--- src/rtl/cpu_mem_arbiter.sv ---
// Two-master round-robin arbiter for the memory-access bus, with a per-grant watchdog.
// state | meaning: IDLE no owner, bus quiet | OWN0 CPU owns bus | OWN1 secondary master owns bus
module cpu_mem_arbiter #(
  parameter int   TIMEOUT_CYCLES = 256,
  parameter logic FIXED_PRIORITY = 1'b0
) (
  input  logic        clk,
  input  logic        rst_n,
  input  logic [31:0] m0_addr,
  input  logic [31:0] m0_data_out,
  input  logic [3:0]  m0_data_mask,
  input  logic        m0_rd_req,
  input  logic        m0_wr_req,
  output logic [31:0] m0_data_in,
  output logic        m0_done,
  output logic        m0_timeout,
  input  logic [31:0] m1_addr,
  input  logic [31:0] m1_data_out,
  input  logic [3:0]  m1_data_mask,
  input  logic        m1_rd_req,
  input  logic        m1_wr_req,
  output logic [31:0] m1_data_in,
  output logic        m1_done,
  output logic        m1_timeout,
  output logic [31:0] bus_addr,
  output logic [31:0] bus_data_out,
  output logic [3:0]  bus_data_mask,
  output logic        bus_rd_req,
  output logic        bus_wr_req,
  input  logic [31:0] bus_data_in,
  input  logic        bus_done,
  output logic [1:0]  grant
);

  localparam int WD_W = $clog2(TIMEOUT_CYCLES + 1);
  localparam logic [WD_W-1:0] WD_LAST = WD_W'(TIMEOUT_CYCLES - 1);

  localparam logic [1:0] IDLE = 2'd0;
  localparam logic [1:0] OWN0 = 2'd1;
  localparam logic [1:0] OWN1 = 2'd2;

  logic [1:0]      state, state_nxt;
  logic            last_owner, last_owner_nxt;
  logic [WD_W-1:0] wdog, wdog_nxt;
  logic            own0, own1, active, done_hit, timeout_hit, req0, req1;

  assign own0 = (state == OWN0);
  assign own1 = (state == OWN1);
  assign req0 = m0_rd_req | m0_wr_req;
  assign req1 = m1_rd_req | m1_wr_req;

  // A master asserting both read and write gets a read.
  always_comb begin
    bus_addr      = '0;
    bus_data_out  = '0;
    bus_data_mask = '0;
    bus_rd_req    = 1'b0;
    bus_wr_req    = 1'b0;
    if (own0) begin
      bus_addr      = m0_addr;
      bus_data_out  = m0_data_out;
      bus_data_mask = m0_data_mask;
      bus_rd_req    = m0_rd_req;
      bus_wr_req    = m0_wr_req & ~m0_rd_req;
    end else if (own1) begin
      bus_addr      = m1_addr;
      bus_data_out  = m1_data_out;
      bus_data_mask = m1_data_mask;
      bus_rd_req    = m1_rd_req;
      bus_wr_req    = m1_wr_req & ~m1_rd_req;
    end
  end

  assign active      = bus_rd_req | bus_wr_req;
  assign done_hit    = bus_done & active;
  assign timeout_hit = active & ~bus_done & (wdog == WD_LAST);

  assign m0_data_in = own0 ? bus_data_in : '0;
  assign m1_data_in = own1 ? bus_data_in : '0;
  assign m0_done    = own0 & done_hit;
  assign m1_done    = own1 & done_hit;
  assign m0_timeout = own0 & timeout_hit;
  assign m1_timeout = own1 & timeout_hit;
  assign grant      = {own1, own0};

  always_comb begin
    state_nxt      = state;
    last_owner_nxt = last_owner;
    wdog_nxt       = wdog;
    case (state)
      IDLE: begin
        wdog_nxt = '0;
        if (req0 && req1)
          state_nxt = (FIXED_PRIORITY || last_owner) ? OWN0 : OWN1;
        else if (req0)
          state_nxt = OWN0;
        else if (req1)
          state_nxt = OWN1;
      end
      OWN0, OWN1: begin
        // Done, timeout or an abandoned request all release the bus the same way.
        if (done_hit || timeout_hit || !active) begin
          state_nxt      = IDLE;
          last_owner_nxt = own1;
          wdog_nxt       = '0;
        end else begin
          wdog_nxt = wdog + WD_W'(1);
        end
      end
      default: state_nxt = IDLE;
    endcase
  end

  always_ff @(posedge clk or negedge rst_n) begin
    if (!rst_n) begin
      state      <= IDLE;
      last_owner <= 1'b1;
      wdog       <= '0;
    end else begin
      state      <= state_nxt;
      last_owner <= last_owner_nxt;
      wdog       <= wdog_nxt;
    end
  end

endmodule

--- config.mk ---
export PLATFORM = sky130hd
export DESIGN_NAME = cpu_mem_arbiter
export DESIGN_NICKNAME = d
export VERILOG_FILES = /design/src/rtl/cpu_mem_arbiter.sv
export SDC_FILE = /design/constraint.sdc
export NUM_CORES = 1
export LEC_CHECK = 0
export CAP_MARGIN = 20
export CELL_PAD_IN_SITES_DETAIL_PLACEMENT = 1
export CELL_PAD_IN_SITES_GLOBAL_PLACEMENT = 1
export CORE_AREA = 2 2 121 123
export DETAILED_ROUTE_END_ITERATION = 8
export DIE_AREA = 0 0 123 125
export GPL_TIMING_DRIVEN = 0
export PLACE_DENSITY = 0.95
export SLEW_MARGIN = 20
export SYNTH_ARGS = -nofsm -noshare
export SYNTH_HDL_FRONTEND = slang
export SYNTH_SLANG_ARGS = --single-unit
--- constraint.sdc ---
create_clock -name clk -period 3.15 [get_ports clk]
set_input_delay 0.315 -clock clk [delete_from_list [all_inputs] [get_ports clk]]
set_output_delay 0.315 -clock clk [all_outputs]
set_load 0.005 [all_outputs]
# Yosys cells after proc, flatten, opt, wreduce, memory -nomap -nowiden
# Cells that the tools add are included.
dict set report word_totals {
  wordCells 53
  inputBits 175
  output_inout_bits 140
  ff_bits 12
}
dict set report classes {
  eq_ne 5
  n_bitwise 15
  n_reduce_logical 9
  mux 20
  addsub 1
}
# operator count
set ops {}
lappend ops {{two-way mux 32 bit} 6}
lappend ops {{case mux 9 bit (2 select lines)} 1}
lappend ops {{two-way mux 2 bit} 5}
lappend ops {{adder 9 x 1 -> 9 bit, second input constant} 1}
lappend ops {{AND 1 bit} 9}
lappend ops {{equality test 9 x 8 -> 1 bit, second input constant} 1}
lappend ops {{two-way mux 9 bit} 1}
lappend ops {{two-way mux 4 bit} 2}
lappend ops {{two-way mux 1 bit} 4}
lappend ops {{!= test 4 bit, second input constant} 1}
lappend ops {{case mux 2 bit (2 select lines)} 1}
lappend ops {{AND reduction 2 bit} 2}
lappend ops {{inverter 1 bit} 3}
lappend ops {{bitwise OR 1 bit} 3}
lappend ops {{equality test 2 x 1 -> 1 bit, second input constant} 1}
lappend ops {{equality test 2 bit, second input constant} 1}
lappend ops {{logical NOT 2 bit} 1}
lappend ops {{logical OR 1 bit} 2}
lappend ops {{!= test 2 bit, second input constant} 1}
lappend ops {{nonzero test 2 bit} 1}
lappend ops {{OR reduction 2 bit} 1}
lappend ops {{logical AND 1 bit} 1}
lappend ops {{logical NOT 1 bit} 1}

# Depth between registers and ports, before layout
dict set report depth {
  word_depth 11
  mapped_depth 8
  mapped_depth_nobuf 7
}

# Worst setup path before layout
# Ideal clock, no wire load.
dict set report synth_path {
  path_kind {register to register}
  startpoint {reg wdog[0]}
  endpoint {reg state[1]}
  n_path_buf 0
  stages_incl_launch_ff 8
  path_slack_ps 1380
  t_required_ps 3028
  setup_time_ps 122
  arrival_time_ps 1649
  synth_period_minus_slack_ps 1770
  cell_sequence {dfrtp_1 -> ha_1 -> nand3_1 -> nor2_1 -> ha_1 -> nor3b_2 -> nand2_2 -> a32o_1}
}
dict set report synth_via {
  elab_chain_len 6
}
# item line
set synth_lines {}
lappend synth_lines {{start, declared} 44} ;# logic [WD_W-1:0] wdog, wdog_nxt;
lappend synth_lines {{start signal, assigned} 122} ;# wdog <= wdog_nxt;
lappend synth_lines {{equality test 9 x 8 -> 1 bit} 76} ;# assign timeout_hit = active & ~bus_done & (wdog == WD_LAST);
lappend synth_lines {{AND 1 bit} 76}
lappend synth_lines {{logical OR 1 bit (2 in series)} 102} ;# if (done_hit || timeout_hit || !active) begin
lappend synth_lines {{!= test 2 bit (no line)} --}
lappend synth_lines {{AND reduction 2 bit (no line)} --}
lappend synth_lines {{end signal, assigned} 120} ;# state <= state_nxt;
lappend synth_lines {{end, declared} 42} ;# logic [1:0] state, state_nxt;
# No other way between the ends.
# A chain may end at the register's enable or synchronous reset.

# Final worst setup path
dict set report layout_path {
  startpoint {reg state[1]}
  endpoint {out bus_data_out[22]}
}
dict set report layout_via {
  elab_cells_between_ends 4
  cone_classes {2 x eq/ne; 2 x mux}
}
# item line
set layout_rtl {}
lappend layout_rtl {{equality test 2 x 1 -> 1 bit} 47} ;# assign own0 = (state == OWN0);
lappend layout_rtl {{net own0} 45} ;# logic own0, own1, active, done_hit, timeout_hit, req0, req1;
lappend layout_rtl {{two-way mux 32 bit} 59} ;# if (own0) begin
lappend layout_rtl {{end, declared} 26} ;# output logic [31:0] bus_data_out,
# The timed path passes the listed nets, and every way through them passes these cells.

==> summary.txt <==
Logic synthesis
  – Top FF cell, synth: dfrtp_1
  – Most frequent cell after synthesis: a22o_1
  – Post-synth top area cell: a22o_1
  – EDFF count, synth: 0
  – Avg Cell Area, Syn: 7.943 sq um
  – Async S/R FF share, synth: 1.000
  – Post-synth top area share: 0.3118
  – Top cells by area, synth: a22o_1, and2_1, dfrtp_1
  – Syn nets: 425
  – Sequential fraction of the synthesis area: 0.1556
  – Post-synthesis cell type count: 41
  – Synth Instances: 244
  – Top cells by count, synth: a22o_1, and2_1, clkbuf_1
  – YS warnings: 0
  – Synthesized flop and latch total: 12
  – Mapped Area: 0.001938 sq mm

CTS
  – CTS max path bufs: 2
  – Root buffer cell: clkbuf_16
  – CTS tree: done
  – Clock-pin transition on the worst setup and hold timing paths: 0.04 ns
  – Cts repair resizes: 0
  – TritonCTS Buffers: 3
  – Hold buffer count at cts: 0
  – Post CTS Setup Buffer Count: 0
  – Clk Latency, worst-skew pair: 0.24 ns
  – H-tree levels: 1
  – CTS sink cnt: 12

Global routing
  – Pin count of the biggest net entering global routing: 13
  – Number of global-route vias before repair: 3526
  – GRT Residual Overflow: 0
  – First-pass GRT wire length: 19130 microns
  – Initial antenna violation count: 0
  – All-layer global routing usage: 0.1579

Hold path
  – HP Class: in2async

Floorplanning
  – Chip height: 125 microns
  – Initial Util: 0.1365
  – Die area: 0.01538 sq mm
  – Rows: 44
  – Core Area: 0.01420 sq mm
  – Die width: 123 microns
  – Io pins: 315

Placement
  – Placed Cells incl. Taps: 742
  – GP Congestion: 0.8375
  – Port Buffers: 314
  – Post-DP HPWL: 11360 microns

Drt
  – Avg WL per Cell: 17.62 microns
  – Pre-antenna DRT Iters: 4
  – ANT nets after route: 0
  – Initial drt markers: 69
  – # DRC: 0
  – Post-Route WL: 13150 microns
  – Vias per Instance: 4.340
  – Detailed-route via count: 3238

Power and ir drop
  – Max rail drop VDD: 0.2430 mV
  – LEAKAGE: 2.059 nW
  – Comb pwr share: 0.856
  – P per Cell Area: 554.9 mW/mm^2
  – Internal power: 1.913 mW
  – Clock network power share: 0.078
  – Seq pwr share: 0.066
  – Switching share of power: 0.3604
  – P_sw: 1.078 mW

Final layout
  – Share of layout cells above drive strength 1: 0.04448
  – Nets: 744
  – Area of the multi-input gates: 0.001488 sq mm
  – Ant. Diodes: 0
  – Register area: 301.5 sq um
  – Layout Cells excl Fill: 746
  – Synth-to-Final Area Change: 178.1%
  – Number of fill cells: 1675

Critical path
  – Crit. End Element: output pin
  – Crit path largest cell delay: 0.56 ns
  – CP max-delay cell: clkdlybuf4s50_1
  – Crit start category: flop
  – Crit path max fanout: 10
  – Crit-path cells: inv_1, ha_1, buf_6, buf_2, buf_1, a22o_1, clkdlybuf4s50_1
  – Setup CP Type: reg2out
  – Crit-path leading delay family: buffers and inverters
  – WP data required: 2.83 ns
  – Worst Path Arrival: 2.53 ns
  – Worst path bufs/invs: 5

STA
  – Post-layout min period: 2.843 ns
  – Final hold vios: 0
  – Final Skew: 0.0005377 ns
  – Max Clk Rate: 351.7 MHz
  – RSZ-0062 raised after global routing: false
  – Final setup fails: 0
  – Pins Over Slew Limit: 0
  – Worst slew pin tran: 0.5602 ns
  – Setup TNS: 0 ns
  – Slew margin rel.: 0.6254
  – Fin crit share: 0.9026

Outcome
  – Status: complete, no violations

Run
  – # Max-Cap Violations: 0
[metrics by stage]
stage          hold WS (ns)  setup slack, ns  area (sq um)  power (mW)  utilization
6_report             0.4413           0.3069          5390       2.991       0.3795
5_1_grt              0.4732          0.06346          5390       3.210       0.3795
3_5_place_dp         0.4841           0.5103          5311       2.790       0.3739
3_3_place_gp         0.4670           0.5322          5311       2.732       0.3739
4_1_cts              0.4513           0.2494          5390       3.039       0.3795
2_1_floorplan       0.01941            1.380          1938       1.214            -
[kinds of logic after synthesis]
group | after synthesis | share of synthesized area
buffers and inverters | 32 | 0.07683
multiplexers | 1 | 0.007745
XOR/XNOR | 5 | 0.02260
AND/OR/NAND/NOR | 104 | 0.3183
adder cells (fa/ha/maj) | 6 | 0.03873
AO/OA/AOI/OAI | 84 | 0.3803
flip-flops | 12 | 0.1556
[path summary, 6_finish.rpt]
path,startpoint,end,slack (ns),depth (start not counted)
min,rst_n,wdog[5],0.44,1
min in group clk,wdog[8],wdog[8],0.49,2
max in group asynchronous,rst_n,last_owner,2.34,1
max,state[1],bus_data_out[22],0.31,7
min reg2reg,wdog[8],wdog[8],0.49,2
max reg2reg,wdog[0],state[1],1.14,7
[worst reg2reg max path: stages, from the launching register on]
cell and delay, ns:
dfrtp_1 0.40, ha_1 0.26, nand3_1 0.10, nor2_1 0.05, ha_1 0.25, nor3b_2 0.40, nand2_2 0.16, a32o_1 0.27
[layout by cell type (no fill, tap or decap), types with 2 or more instances in the layout]
| master | netlist | layout |
|---|---|---|
| inv_1 | 5 | 5 |
| clkdlybuf4s50_1 | 0 | 314 |
| buf_1 | 2 | 2 |
| nand3_1 | 3 | 3 |
| nor3b_1 | 2 | 2 |
| buf_2 | 8 | 8 |
| a22o_1 | 69 | 69 |
| xnor2_1 | 3 | 3 |
| clkbuf_16 | 0 | 3 |
| nand3b_1 | 2 | 2 |
| nor2b_1 | 2 | 2 |
| ha_1 | 6 | 6 |
| xor2_1 | 2 | 2 |
| nor2_1 | 12 | 12 |
| nand2_1 | 9 | 9 |
| dfrtp_1 | 11 | 11 |
| buf_4 | 3 | 3 |
| o21ai_1 | 4 | 4 |
| clkbuf_1 | 13 | 14 |
| and2_1 | 64 | 64 |
| nand4b_1 | 2 | 2 |
[area by class of cell]
class | instances | share of cell area
inverters | 5 | 0.003482
multi-input cells | 200 | 0.2760
well taps | 184 | 0.04271
repair buffers | 314 | 0.5831
clock buffers | 4 | 0.01462
flip-flops and latches | 12 | 0.05594
plain buffers | 27 | 0.02414
[metal layers]
layer,global-route usage,wire length (microns)
met3,0.04334,1473
met4,0.02941,130
met5,0,0
met1,0.1801,5027
met2,0.2915,6513
[power groups by stage]
stage / clock network (mW) / logic (mW) / registers (mW)
2_1_floorplan: 0 / 1.02 / 0.194
3_3_place_gp: 0 / 2.53 / 0.198
3_5_place_dp: 0 / 2.59 / 0.200
4_1_cts: 0.239 / 2.60 / 0.198
5_1_grt: 0.247 / 2.76 / 0.200
6_report: 0.234 / 2.56 / 0.198
[state kept, by name, indices dropped and copies added (netlist names)]
signal,cells
wdog,9
state,2
last_owner,1
(Power assumes the default switching activity.)
